$ cat src/rtl/bus_pkg.sv
// Shared definitions for the processor-core bus selector and its enable encoder.
// Holds the source-code width helper, the DIN/G source code constants and the
// enable-count class used to tell idle, legal and conflicting cycles apart.
package bus_pkg;

  // Default register count; per-instance widths come from the helpers below
  localparam int DEF_NREG = 8;

  // Width of a source code able to name R0..R(nreg-1), DIN and G
  function automatic int bus_src_w(input int nreg);
    return $clog2(nreg + 2);
  endfunction

  // Source code of DIN / G for a given register count
  function automatic int src_din(input int nreg);
    return nreg;
  endfunction

  function automatic int src_g(input int nreg);
    return nreg + 1;
  endfunction

  localparam int SRC_DIN = DEF_NREG;
  localparam int SRC_G   = DEF_NREG + 1;
  localparam int SRC_W   = $clog2(DEF_NREG + 2);

  // Source code for the default configuration
  typedef logic [SRC_W-1:0] src_t;

  // Number of enables asserted in a cycle: none, exactly one, or several
  typedef enum logic [1:0] {
    CLS_ZERO = 2'd0,
    CLS_ONE  = 2'd1,
    CLS_MANY = 2'd2
  } en_cls_t;

endpackage

$ cat src/rtl/bus_onehot_enc.sv
// Enable-vector classifier: reports zero / one / many asserted bits and the
// index of the highest asserted bit (MSB has highest priority). Purely
// combinational; also used by the control unit for register-write enables.
module bus_onehot_enc
  import bus_pkg::*;
#(
  parameter int N     = 10,
  parameter int IDX_W = $clog2(N)
) (
  input  logic [N-1:0]     en,
  output en_cls_t          cls,
  output logic [IDX_W-1:0] idx
);

  // Popcount class: clearing the lowest set bit leaves zero only for one-hot
  always_comb begin
    cls = CLS_MANY;
    if (en == '0) begin
      cls = CLS_ZERO;
    end else if ((en & (en - N'(1))) == '0) begin
      cls = CLS_ONE;
    end
  end

  // Priority encode: later (higher) bits overwrite, so the MSB wins
  always_comb begin
    idx = '0;
    for (int j = 0; j < N; j++) begin
      if (en[j]) begin
        idx = IDX_W'(j);
      end
    end
  end

endmodule

$ cat src/rtl/bus_select_reg.sv
// Registered bus selector: drives BusWires from one of NREG registers, DIN or G.
// Latency 1 cycle; holds the last legal value when idle; flags and counts conflicts.
// Optional macro BUS_SELECT_PRIORITY_EN: resolve conflicts by G > DIN > R0 > ... priority.
module bus_select_reg
  import bus_pkg::*;
#(
  parameter int WIDTH = 16,
  parameter int NREG  = 8,
  parameter int CNT_W = 8,
  localparam int SRC_W = bus_src_w(NREG)
) (
  input  logic                  Clock,
  input  logic                  Resetn,
  input  logic [NREG-1:0]       Rout,
  input  logic                  Gout,
  input  logic                  DINout,
  input  logic [NREG*WIDTH-1:0] r_data,
  input  logic [WIDTH-1:0]      g_data,
  input  logic [WIDTH-1:0]      din_data,
  input  logic                  clear_err,
  output logic [WIDTH-1:0]      BusWires,
  output logic                  bus_valid,
  output logic [SRC_W-1:0]      bus_src,
  output logic                  conflict,
  output logic [CNT_W-1:0]      conflict_cnt
);

  localparam int NE       = NREG + 2;
  localparam int CODE_DIN = src_din(NREG);
  localparam int CODE_G   = src_g(NREG);

  // E = {G, DIN, Rout}; Rout MSB is R0, so bit order already matches priority
  logic [NE-1:0]    en_vec;
  en_cls_t          en_cls;
  logic [SRC_W-1:0] en_idx;
  logic [SRC_W-1:0] sel_code;
  logic [WIDTH-1:0] sel_data;
  logic             take;
  logic             is_conflict;

  assign en_vec      = {Gout, DINout, Rout};
  assign is_conflict = (en_cls == CLS_MANY);

  bus_onehot_enc #(
    .N     (NE),
    .IDX_W (SRC_W)
  ) u_enc (
    .en  (en_vec),
    .cls (en_cls),
    .idx (en_idx)
  );

  // Convert bit position in E to source code: Rout bit j names R(NREG-1-j)
  always_comb begin
    sel_code = en_idx;
    if (int'(en_idx) < NREG) begin
      sel_code = SRC_W'(NREG - 1 - int'(en_idx));
    end
  end

  // Data mux keyed by source code
  always_comb begin
    sel_data = '0;
    if (sel_code == SRC_W'(CODE_G)) begin
      sel_data = g_data;
    end else if (sel_code == SRC_W'(CODE_DIN)) begin
      sel_data = din_data;
    end else begin
      for (int i = 0; i < NREG; i++) begin
        if (sel_code == SRC_W'(i)) begin
          sel_data = r_data[i*WIDTH +: WIDTH];
        end
      end
    end
  end

`ifdef BUS_SELECT_PRIORITY_EN
  // Conflicts still drive the bus, using the highest-priority requester
  assign take = (en_cls == CLS_ONE) || is_conflict;
`else
  // Conflicts leave the bus untouched
  assign take = (en_cls == CLS_ONE);
`endif

  // Bus capture: data and source update together, valid marks legal captures only
  always_ff @(posedge Clock or negedge Resetn) begin
    if (!Resetn) begin
      BusWires  <= '0;
      bus_src   <= '0;
      bus_valid <= 1'b0;
    end else begin
      bus_valid <= (en_cls == CLS_ONE);
      if (take) begin
        BusWires <= sel_data;
        bus_src  <= sel_code;
      end
    end
  end

  // Conflict flag and saturating counter; a same-cycle conflict beats clear
  always_ff @(posedge Clock or negedge Resetn) begin
    if (!Resetn) begin
      conflict     <= 1'b0;
      conflict_cnt <= '0;
    end else if (clear_err) begin
      conflict     <= is_conflict;
      conflict_cnt <= is_conflict ? CNT_W'(1) : '0;
    end else if (is_conflict) begin
      conflict <= 1'b1;
      if (conflict_cnt != {CNT_W{1'b1}}) begin
        conflict_cnt <= conflict_cnt + CNT_W'(1);
      end
    end
  end

endmodule

$ cat config.mk
export PLATFORM = sky130hd
export DESIGN_NAME = bus_select_reg
export DESIGN_NICKNAME = d
export VERILOG_FILES = /design/src/rtl/bus_pkg.sv /design/src/rtl/bus_onehot_enc.sv /design/src/rtl/bus_select_reg.sv
export SDC_FILE = /design/constraint.sdc
export NUM_CORES = 1
export LEC_CHECK = 0
export BUFFER_PORTS_ARGS = -buffer_cell sky130_fd_sc_hd__buf_2
export CORE_MARGIN = 4
export CORE_UTILIZATION = 46
export DETAILED_ROUTE_END_ITERATION = 8
export PLACE_DENSITY = 0.95
export SETUP_SLACK_MARGIN = 0.2
export SYNTH_ARGS = -nofsm -noshare
export SYNTH_HDL_FRONTEND = slang
export SYNTH_SLANG_ARGS = --single-unit
$ cat constraint.sdc
create_clock -name Clock -period 2.7 [get_ports Clock]
set_clock_uncertainty 0.15 [all_clocks]
set_input_delay 0.405 -clock Clock [delete_from_list [all_inputs] [get_ports Clock]]
set_output_delay 0.405 -clock Clock [all_outputs]
set_load 0.02 [all_outputs]
==> impl_results.md <==
* Biggest cell delay along the critical path at 0.55 ns
* Peak Freq at 0.407 GHz
* DP HPWL at 9580 um
* Most used flip-flop cell after synthesis: sky130_fd_sc_hd__dfrtp_1
* Core region area at 0.00639 mm^2
* Setup crit start kind: input port
* Req. time, crit path at 2.71 ns
* Filler Cell Count at 497
* Total Power Consumption at 1.47 mW
* Total of endpoints with negative setup slack in the final report at 0
* Top cell family by delay on the critical path: simple AND/OR/NAND/NOR gates
* Antenna violations before repair at 0
* Part of the cycle the worst path needs at 91.0%
* Finished Core Util at 69.7%
* Category of the critical setup timing path: input port to register
* Area enclosed by the die boundary at 0.00800 mm^2
* Most numerous cell types in the synthesized netlist: sky130_fd_sc_hd__nor2_1 (44), sky130_fd_sc_hd__o21ai_0 (36), sky130_fd_sc_hd__a32oi_1 (32), sky130_fd_sc_hd__dfrtp_1 (30), sky130_fd_sc_hd__clkbuf_1 (23)
* Non-filler cells in the finished layout at 623
* Unrepaired setup endpoints after global routing: false
* Max-slew violation count at 0
* Number of instances in the placed design at 613
* Area growth from synthesis to layout at 45.9%
* Number of enable flip-flop cells after synthesis at 0
* Number of rows in the core area at 29
* Hold WS at -0.00883 ns
* Buffers & Inverters on Critical Path at 1
* Via density at 6.33
* Cell breakdown of the critical path: buf_2, or4_4, or3_4, a211oi_2, o211a_4, nand2b_4, o31ai_1
* Clock buffer count from CTS at 5
* Worst-path clk slew at 0.07 ns
* Leftover overflow at the end of global routing at 0
* Latest clock arrival within the worst-skew pair at 0.29 ns
* MaxCap Viol Count at 0
* Clock tree buffer depth at 2
* Pin count of the biggest net entering global routing at 33
* Total area of multi-input combinational cells at 0.00220 mm^2
* FFs w/ async S/R, synth at 100%
* Nets@finish at 722
* Count of vias placed by the detailed router at 3943
* DRC at 0
* Leakage Power at 2.06 nW
* Area leader, netlist: sky130_fd_sc_hd__dfrtp_1
* Fraction of layout cells with a size suffix above 1 at 50.7%
* Count of antenna-violating nets left after detailed routing at 0
* Maximum fanout along the worst path at 16
* Starting Density at 47.8%
* YS warnings at 0
* Result of the run: complete, but fails checks
* Cell area reported after detailed placement at 0.00426 mm^2
* Root Driver: sky130_fd_sc_hd__clkbuf_8
* Total inserted antenna cells at 0
* Arrival time worst endpoint at 2.47 ns
* Synthesized Nets at 521
* Area of all sequential standard cells at 751 um^2
* Final count of hold timing violations at 12
* Main area contributors after synthesis: sky130_fd_sc_hd__dfrtp_1 (25%), sky130_fd_sc_hd__mux4_2 (12%), sky130_fd_sc_hd__a32oi_1 (9.2%)
* Weighted congestion at the end of routability-driven global placement at 0.917
* Number of sinks driven by the clock tree at 30
* Port Buf Inserts at 202
* Number of levels in the clock H-tree at 2
* Area share of the largest cell type after synthesis at 24.6%
* Post-DR wirelength/cell at 20.0 um
* Violated checks: hold timing
* Finished Cell Area at 0.00445 mm^2
* Worst Max-Slew Pin Slew at 0.656 ns
* Pre-CTS WS at -0.116 ns
* Max transition margin at 56.3%
* Kind of path behind the tightest hold check: input port to async pin
* Vertical die dimension at 89.5 um
* Instance count of the mapped netlist at 345
* Number of top-level design ports at 203
* Slowest cell on the critical path: sky130_fd_sc_hd__or4_4
* Global-route total usage across every layer at 28.3%
* Shortest clock period the worst path allows after layout at 2.46 ns
* Clock tree from TritonCTS: built
* Most instantiated library cell after synthesis: sky130_fd_sc_hd__nor2_1
* Crit path capture type: register
* Mean cell area of the mapped netlist at 8.85 um^2
* Die width at 89.5 um
* First-pass GRT wire length at 17500 um
* Count of different cell masters after synthesis at 49
* Number of iterations in the first detailed-routing pass at 5
* Area of the mapped netlist at 0.00305 mm^2
* Final WL at 12500 um
* Iter 0 DRT Violations at 190
* Seq/Total Area, Yosys at 24.6%
* CTS Hold Buffers Added at 0
* Pwr Density at 330 mW/mm^2
* Worst VDD drop at 0.000391 V
* Post-route worst setup slack at 0.244 ns
* Number of synthesized register bits at 30
* Vias in the first global route at 3598
* Total negative slack for setup checks at 0 ns
-- logic make-up after synthesis --
kind of cell / count (synthesis) / synth area share (%)
AOI/OAI and AO/OA: 143 / 34.9
xor gates and xnor gates: 2 / 0.574
adders and majority gates: 4 / 1.56
buffers and inverters: 40 / 5.86
DFF: 30 / 24.6
muxes: 36 / 18.4
and+or+nand+nor: 90 / 14.1
-- timing repair --
action                                  in CTS  in global routing
endpoints found under the setup margin       3                 18
pin swaps                                    0                  3
setup buffers                                0                  0
gates resized for setup                      0                  9
cloned                                       0                  3
hold endpoints to repair                     0                  0
-- placed cells by master (no fill, tap or decap), types with 2 or more instances in the layout --
cell                        count
sky130_fd_sc_hd__buf_4         21
sky130_fd_sc_hd__a211oi_1       2
sky130_fd_sc_hd__o22ai_1       16
sky130_fd_sc_hd__nor2b_1        3
sky130_fd_sc_hd__mux4_2        16
sky130_fd_sc_hd__nand3_1       19
sky130_fd_sc_hd__o31ai_1        8
sky130_fd_sc_hd__ha_1           3
sky130_fd_sc_hd__nor3_1         2
sky130_fd_sc_hd__clkbuf_8       5
sky130_fd_sc_hd__a32oi_1       32
sky130_fd_sc_hd__a21oi_1        7
sky130_fd_sc_hd__mux2_2         2
sky130_fd_sc_hd__or4_1          2
sky130_fd_sc_hd__a22o_1        16
sky130_fd_sc_hd__nand4_1        2
sky130_fd_sc_hd__o21a_1         2
sky130_fd_sc_hd__dfrtp_1       30
sky130_fd_sc_hd__mux2i_1       14
sky130_fd_sc_hd__o21ai_0       36
sky130_fd_sc_hd__nor2_1        44
sky130_fd_sc_hd__o31ai_2       10
sky130_fd_sc_hd__o21ai_1        2
sky130_fd_sc_hd__nand2_1        7
sky130_fd_sc_hd__inv_1          4
sky130_fd_sc_hd__xor2_1         2
sky130_fd_sc_hd__mux2i_4        2
sky130_fd_sc_hd__mux2i_2        2
sky130_fd_sc_hd__clkbuf_16      2
sky130_fd_sc_hd__nand3b_1       2
sky130_fd_sc_hd__clkinv_2       2
sky130_fd_sc_hd__buf_2        202
sky130_fd_sc_hd__buf_12         4
-- state kept, by name, indices dropped and copies added, names as in the netlist --
signal and cells:
BusWires 16, conflict_cnt 8, bus_src 4, bus_valid 1
conflict 1
-- layer usage --
| metal | share of wire (%) | wire, um | track usage (%) | vias to the layer above |
|---|---|---|---|---|
| li1 | - | - | - | 1789 |
| met1 | 37 | 4630 | 35.6 | 1827 |
| met2 | 49 | 6160 | 46.7 | 299 |
| met3 | 11 | 1400 | 6.54 | 28 |
| met4 | 2.3 | 292 | 11.6 | 0 |
| met5 | 0 | 0 | 0 | - |
-- cell type report --
cell class | instances | area share, %
sequential | 30 | 16.9
tap | 77 | 2.16
clock buffer | 5 | 1.54
multi-input combinational | 275 | 49.5
timing repair buffer | 230 | 29.4
inverter | 4 | 0.337
clock inverter | 2 | 0.225
-- report_power, final --
| group | total (mW) | internal, mW | switching, mW | leakage (nW) |
|---|---|---|---|---|
| clock network | 0.338 | 0.172 | 0.166 | 0.0438 |
| registers | 0.521 | 0.489 | 0.0322 | 0.398 |
| logic | 0.609 | 0.290 | 0.319 | 1.62 |
| total | 1.47 | 0.951 | 0.517 | 2.06 |
-- path summary, 6_finish.rpt --
| path | from | endpoint | slack [ns] | cells after the start |
|---|---|---|---|---|
| max | Rout[3] | BusWires[1]$_DFFE_PN0P_ | 0.24 | 7 |
| min | Resetn | conflict_cnt[6]$_DFFE_PN0P_ | -0.009 | 1 |
| max reg2reg | conflict_cnt[0]$_DFFE_PN0P_ | conflict_cnt[1]$_DFFE_PN0P_ | 1.05 | 5 |
| min reg2reg | BusWires[2]$_DFFE_PN0P_ | BusWires[2]$_DFFE_PN0P_ | 0.36 | 2 |
| max in group asynchronous | Resetn | bus_src[0]$_DFFE_PN0P_ | 1.97 | 1 |
| min in group Clock | clear_err | conflict_cnt[4]$_DFFE_PN0P_ | 0.26 | 2 |
No activity file was read; power rests on OpenSTA's default activity.
